--- src/rtl/multi_receiver_block_store.sv ---
// Multi-channel lighthouse word collector: per-channel holding registers drained round-robin into a shared ring.
// Optional per-channel drop counters are enabled by defining MULTI_RECEIVER_BLOCK_STORE_STATS_EN.
module multi_receiver_block_store #(
    parameter int N_CH      = 4,
    parameter int DATA_W    = 17,
    parameter int TS_W      = 24,
    parameter int DEPTH     = 16,
    parameter int OVERWRITE = 0,
    localparam int CH_W     = (N_CH > 1) ? $clog2(N_CH) : 1,
    localparam int IDX_W    = $clog2(DEPTH),
    localparam int BLK_W    = CH_W + TS_W + DATA_W
) (
    input  logic                     clk_96MHz,
    input  logic                     reset_n,
    input  logic [N_CH*DATA_W-1:0]   dec_data,
    input  logic [N_CH*TS_W-1:0]     dec_ts,
    input  logic [N_CH-1:0]          dec_valid,
    output logic [N_CH-1:0]          reset_decoder,
    input  logic                     clear,
    input  logic                     rd_req,
    input  logic [IDX_W-1:0]         rd_idx,
    output logic [BLK_W-1:0]         block_out,
    output logic                     rd_valid,
    output logic                     rd_err,
    output logic [IDX_W:0]           avl_blocks_nb,
    output logic                     full,
    output logic [N_CH-1:0]          overflow,
    output logic [N_CH*8-1:0]        drop_cnt
);

    logic [N_CH-1:0]      r_hold_vld;
    logic [BLK_W-1:0]     r_hold_blk [N_CH];
    logic [BLK_W-1:0]     r_ring [DEPTH];
    logic [IDX_W-1:0]     r_wr_ptr, r_rd_ptr;
    logic [IDX_W:0]       r_count;
    logic [CH_W-1:0]      r_rr;
    logic [N_CH-1:0]      r_rst_dec, r_ovf;
    logic [BLK_W-1:0]     r_blk_out;
    logic                 r_rd_vld, r_rd_err;

    logic                 w_full, w_wr_ok, w_gnt_any, w_rd_in;
    logic [CH_W-1:0]      w_gnt_idx, w_rr_nxt;
    logic [N_CH-1:0]      w_gnt_oh, w_drop;
    logic [IDX_W-1:0]     w_rd_addr;

    assign w_full    = (r_count == (IDX_W+1)'(DEPTH));
    // A full ring without overwrite blocks the grant so held words stay put.
    assign w_wr_ok   = !clear && ((OVERWRITE != 0) || !w_full);
    assign w_rd_in   = ({1'b0, rd_idx} < r_count);
    assign w_rd_addr = r_rd_ptr + rd_idx;
    assign w_rr_nxt  = (int'(w_gnt_idx) == N_CH-1) ? '0 : w_gnt_idx + 1'b1;

    always_comb begin
        w_gnt_any = 1'b0;
        w_gnt_idx = '0;
        w_gnt_oh  = '0;
        if (w_wr_ok) begin
            for (int k = 0; k < N_CH; k++) begin
                if (!w_gnt_any && r_hold_vld[(int'(r_rr) + k) % N_CH]) begin
                    w_gnt_any = 1'b1;
                    w_gnt_idx = CH_W'((int'(r_rr) + k) % N_CH);
                end
            end
        end
        if (w_gnt_any) w_gnt_oh[w_gnt_idx] = 1'b1;
    end

    assign w_drop = clear ? '0 : (dec_valid & r_hold_vld & ~w_gnt_oh);

    always_ff @(posedge clk_96MHz or negedge reset_n) begin
        if (!reset_n) begin
            r_hold_vld <= '0;
            for (int i = 0; i < N_CH; i++) r_hold_blk[i] <= '0;
        end else if (clear) begin
            r_hold_vld <= '0;
        end else begin
            for (int i = 0; i < N_CH; i++) begin
                if (dec_valid[i] && (!r_hold_vld[i] || w_gnt_oh[i])) begin
                    r_hold_vld[i] <= 1'b1;
                    r_hold_blk[i] <= {CH_W'(i), dec_ts[i*TS_W +: TS_W], dec_data[i*DATA_W +: DATA_W]};
                end else if (w_gnt_oh[i]) begin
                    r_hold_vld[i] <= 1'b0;
                end
            end
        end
    end

    always_ff @(posedge clk_96MHz) begin
        if (w_gnt_any) r_ring[r_wr_ptr] <= r_hold_blk[w_gnt_idx];
    end

    always_ff @(posedge clk_96MHz or negedge reset_n) begin
        if (!reset_n) begin
            r_wr_ptr  <= '0;
            r_rd_ptr  <= '0;
            r_count   <= '0;
            r_rr      <= '0;
            r_rst_dec <= '0;
            r_ovf     <= '0;
        end else if (clear) begin
            r_wr_ptr  <= '0;
            r_rd_ptr  <= '0;
            r_count   <= '0;
            r_rr      <= '0;
            r_rst_dec <= '0;
            r_ovf     <= '0;
        end else begin
            r_rst_dec <= w_gnt_oh;
            r_ovf     <= r_ovf | w_drop;
            if (w_gnt_any) begin
                r_wr_ptr <= r_wr_ptr + 1'b1;
                r_rr     <= w_rr_nxt;
                if (!w_full) r_count  <= r_count + 1'b1;
                else         r_rd_ptr <= r_rd_ptr + 1'b1;
            end
        end
    end

    // Read response is sampled against pre-edge pointers, so a same-edge overwrite is not visible.
    always_ff @(posedge clk_96MHz or negedge reset_n) begin
        if (!reset_n) begin
            r_rd_vld  <= 1'b0;
            r_rd_err  <= 1'b0;
            r_blk_out <= '0;
        end else begin
            r_rd_vld <= rd_req && !clear;
            if (rd_req && !clear) begin
                r_rd_err  <= !w_rd_in;
                r_blk_out <= w_rd_in ? r_ring[w_rd_addr] : '0;
            end
        end
    end

`ifdef MULTI_RECEIVER_BLOCK_STORE_STATS_EN
    logic [7:0] r_drop_cnt [N_CH];
    always_ff @(posedge clk_96MHz or negedge reset_n) begin
        if (!reset_n) begin
            for (int i = 0; i < N_CH; i++) r_drop_cnt[i] <= '0;
        end else if (clear) begin
            for (int i = 0; i < N_CH; i++) r_drop_cnt[i] <= '0;
        end else begin
            for (int i = 0; i < N_CH; i++)
                if (w_drop[i] && r_drop_cnt[i] != 8'hFF) r_drop_cnt[i] <= r_drop_cnt[i] + 8'd1;
        end
    end
    for (genvar g = 0; g < N_CH; g++) begin : g_drop
        assign drop_cnt[g*8 +: 8] = r_drop_cnt[g];
    end
`else
    assign drop_cnt = '0;
`endif

    assign reset_decoder = r_rst_dec;
    assign block_out     = r_blk_out;
    assign rd_valid      = r_rd_vld;
    assign rd_err        = r_rd_err;
    assign avl_blocks_nb = r_count;
    assign full          = w_full;
    assign overflow      = r_ovf;

endmodule

--- config.mk ---
export PLATFORM = sky130hd
export DESIGN_NAME = multi_receiver_block_store
export DESIGN_NICKNAME = d
export VERILOG_FILES = /design/src/rtl/multi_receiver_block_store.sv
export SDC_FILE = /design/constraint.sdc
export NUM_CORES = 1
export LEC_CHECK = 0
export ABC_AREA = 1
export CORE_MARGIN = 4
export CORE_UTILIZATION = 60
export CTS_BUF_LIST = sky130_fd_sc_hd__clkbuf_8
export DETAILED_ROUTE_END_ITERATION = 10
export GPL_TIMING_DRIVEN = 1
export PLACE_DENSITY = 0.79
export RECOVER_POWER = 50
export SETUP_SLACK_MARGIN = 0.4
export SYNTH_ARGS = -nofsm -noshare
export SYNTH_HDL_FRONTEND = slang
export SYNTH_SLANG_ARGS = --single-unit
export TNS_END_PERCENT = 30
--- constraint.sdc ---
create_clock -name clk_96MHz -period 8.45 [get_ports clk_96MHz]
set_input_delay 1.2675 -clock clk_96MHz [delete_from_list [all_inputs] [get_ports clk_96MHz]]
set_output_delay 1.2675 -clock clk_96MHz [all_outputs]
set_load 0.02 [all_outputs]
==> results.sh <==
export IMPL_antenna_found_initial=1
export IMPL_coreArea_um2=63200
export IMPL_rows=92
export IMPL_p_comb_share_pct=22.2
export IMPL_grt_overflow_total=0
export IMPL_cts_root_buffer="clkbuf_8"
export IMPL_cap_violations=23
export IMPL_timing_final_crit_period_ns=6.33
export IMPL_fin_ws_ns=2.12
export IMPL_swShare_pct=31.8
export IMPL_drc_errors=0
export IMPL_wl_met1_um=37500
export IMPL_ir_drop_v=0.000188
export IMPL_power_switching_uw=4230
export IMPL_dp_slack_ns=2.98
export IMPL_cts_setup_buffers=0
export IMPL_htreeDepth=4
export IMPL_io_pins=267
export IMPL_relSlewSlack_pct=-158
export IMPL_dp_hpwl_um=51100
export IMPL_fmax_ghz=0.158
export IMPL_p_int_uw=9080
export IMPL_synth_edff_count=688
export IMPL_clock_path_buffers=3
export IMPL_ys_warn_count=0
export IMPL_yosys_area_top_type="edfxtp_1"
export IMPL_ys_seq_area_share_pct=69.5
export IMPL_first_global_vias=26200
export IMPL_fin_nets=3772
export IMPL_cts_tree="done"
export IMPL_gp_congestion=0.825
export IMPL_crit_path_end_kind="flip-flop"
export IMPL_drt_pass1_iter_count=6
export IMPL_drv_slew=864
export IMPL_cts_hold_fix_buffers=0
export IMPL_p_clk_share_pct=26.5
export IMPL_die_area_um2=68000
export IMPL_worstMarginPinSlew_ns=3.86
export IMPL_leakage_uw=0.0171
export IMPL_finalSetupViolations=0
export IMPL_drive_gt1_share_pct=7.43
export IMPL_start_util_pct=60.7
export IMPL_hp_class="reg2reg"
export IMPL_areaGrowthSynthToFinish_pct=13.8
export IMPL_grt_max_degree=179
export IMPL_numCtsBuffers=142
export IMPL_num_vias=26600
export IMPL_final_cell_mix="edfxtp_1 (688), nand2_1 (644), nor2_1 (536)"
export IMPL_status="complete, but fails checks"
export IMPL_hold_viol_final=0
export IMPL_dr_first_iter_drc_count=2905
export IMPL_ys_ff_latch=927
export IMPL_synth_avg_cell_area_um2=11.3
export IMPL_grt_usage_pct=27.9
export IMPL_cts_resized_gates=0
export IMPL_hold_slack_ns=0.457
export IMPL_critPathLaunchType="input port"
export IMPL_fin_tns_setup_ns=0
export IMPL_violations="capacitance limit, slew limit"
export IMPL_critPathKind="in2reg"
export IMPL_die_h_um=261
export IMPL_viasPerCell=5.85
export IMPL_crit_arrival_ns=6.65
export IMPL_synth_distinct_cells=42
export IMPL_synthCells=3384
export IMPL_wl_met3_um=8760
export IMPL_grt_pass1_wl_um=146000
export IMPL_layout_commonest_cell="edfxtp_1"
export IMPL_post_route_util_pct=69.0
export IMPL_totalWireLength_um=95300
export IMPL_cts_sinks=927
export IMPL_synth_area_leaders="edfxtp_1 (54%), dfrtp_1 (16%), nand2_1 (6.2%)"
export IMPL_synth_async_reset_ratio_pct=25.8
export IMPL_synth_top_area_share_pct=53.9
export IMPL_finalCritPeriodShare_pct=74.9
export IMPL_die_w_um=261
export IMPL_synth_area_um2=38300
export IMPL_required_ns=8.77
export IMPL_skew_ns=0.0336
export IMPL_wl_met2_um=46500
export IMPL_drtAntennaViolNets=0
export IMPL_io_buffers=234
export IMPL_top_layer="met4"
export IMPL_rsz0062_at_grt="false"
export IMPL_avgRoutedWirePerCell_um=21.0
export IMPL_powerDensity_nw_per_um2=305
export IMPL_path_max_fanout=37
export IMPL_clk_pin_slew_worst_paths_ns=0.06
export IMPL_clock_latency_ns=0.80
export IMPL_ys_flop_type="edfxtp_1"
export IMPL_pwr_share_seq_pct=51.4
-- cell families after synthesis --
kind of cell	count (synthesis)	share of synthesized area [%]
adders and majority gates	14	0.477
other	1	0.00978
and+or+nand+nor	1433	15.2
DFF	927	69.5
xor gates and xnor gates	4	0.0914
buffers and inverters	378	4.56
AOI/OAI and AO/OA	627	10.1
-- synthesized netlist by cell type (2+ instances only) --
cell,n
a21oi_1,11
a31oi_1,2
buf_1,3
buf_2,38
buf_4,46
buf_6,13
clkbuf_1,148
clkinv_1,2
dfrtp_1,239
edfxtp_1,688
ha_1,13
inv_1,116
inv_2,9
nand2_1,637
nand2_2,6
nand2_4,9
nand3_1,220
nand3_2,5
nor2_1,547
nor3_1,2
o211ai_1,41
o21ai_0,354
o21ai_1,18
o21ai_2,24
o221ai_1,86
o22ai_1,3
o31ai_1,87
xnor2_1,2
xor2_1,2
-- cell type report --
cell class              count  area, um2
clock inverters            83        369
multi-input cells        2110      10100
well taps                 846       1060
flip-flops and latches    927      26600
clock buffers             169       2330
diodes                      4       10.0
inverters                 129        500
repair buffers            272       2580
fillers                  4366      19600
-- sequential cells by signal (all words and copies together) (netlist names) --
signal / count
block_out: 43
r_rd_ptr: 4
overflow: 4
avl_blocks_nb: 5
rd_valid: 1
rd_err: 1
r_hold_vld: 4
r_wr_ptr: 4
r_rr: 2
r_hold_blk: 167
r_ring: 688
reset_decoder: 4
-- critical path, stage by stage --
cell and delay (ns):
dlygate4sd3_1 0.53, clkbuf_1 0.39, nor2_1 0.40, nand2_1 0.28, clkinvlp_2 0.36, nand2_1 0.23
nor2_1 0.70, clkbuf_1 2.44
-- metal layers --
metal	vias up	global-route usage, %
met3	205	5.50
met5	-	0
li1	12200	-
met2	1435	45.8
met1	12700	37.6
met4	0	10.3
-- power groups by stage --
| stage | sequential, uW | clock (uW) | combinational, uW |
|---|---|---|---|
| global placement | 6890 | 0 | 2900 |
| global route | 6900 | 3760 | 3250 |
| CTS | 6830 | 3550 | 2980 |
| floorplan | 6880 | 0 | 1820 |
| finish | 6840 | 3520 | 2950 |
| detailed placement | 6910 | 0 | 2970 |
-- path summary, 6_finish.rpt --
check | from | depth (start not counted) | to | slack [ns]
hold reg to reg | r_hold_blk[85] | 2 | r_hold_blk[85] | 0.46
max in group asynchronous | reset_n | 2 | r_hold_blk[83] | 3.81
hold / removal | r_hold_blk[85] | 2 | r_hold_blk[85] | 0.46
setup reg to reg | r_rr[0] | 10 | r_ring[2][17] | 2.77
setup / recovery | clear | 8 | r_ring[2][17] | 2.12
min in group asynchronous | reset_n | 1 | r_hold_blk[146] | 0.60
-- stage by stage --
| step | cells | power (uW) | area [um2] |
|---|---|---|---|
| floorplan | 3415 | 8700 | 38400 |
| global placement | 4284 | 9790 | 41100 |
| detailed placement | 4284 | 9880 | 41100 |
| CTS | 4536 | 13400 | 43800 |
| global route | 4537 | 13900 | 43600 |
| finish | 4540 | 13300 | 43600 |
(Power assumes the default switching activity.)
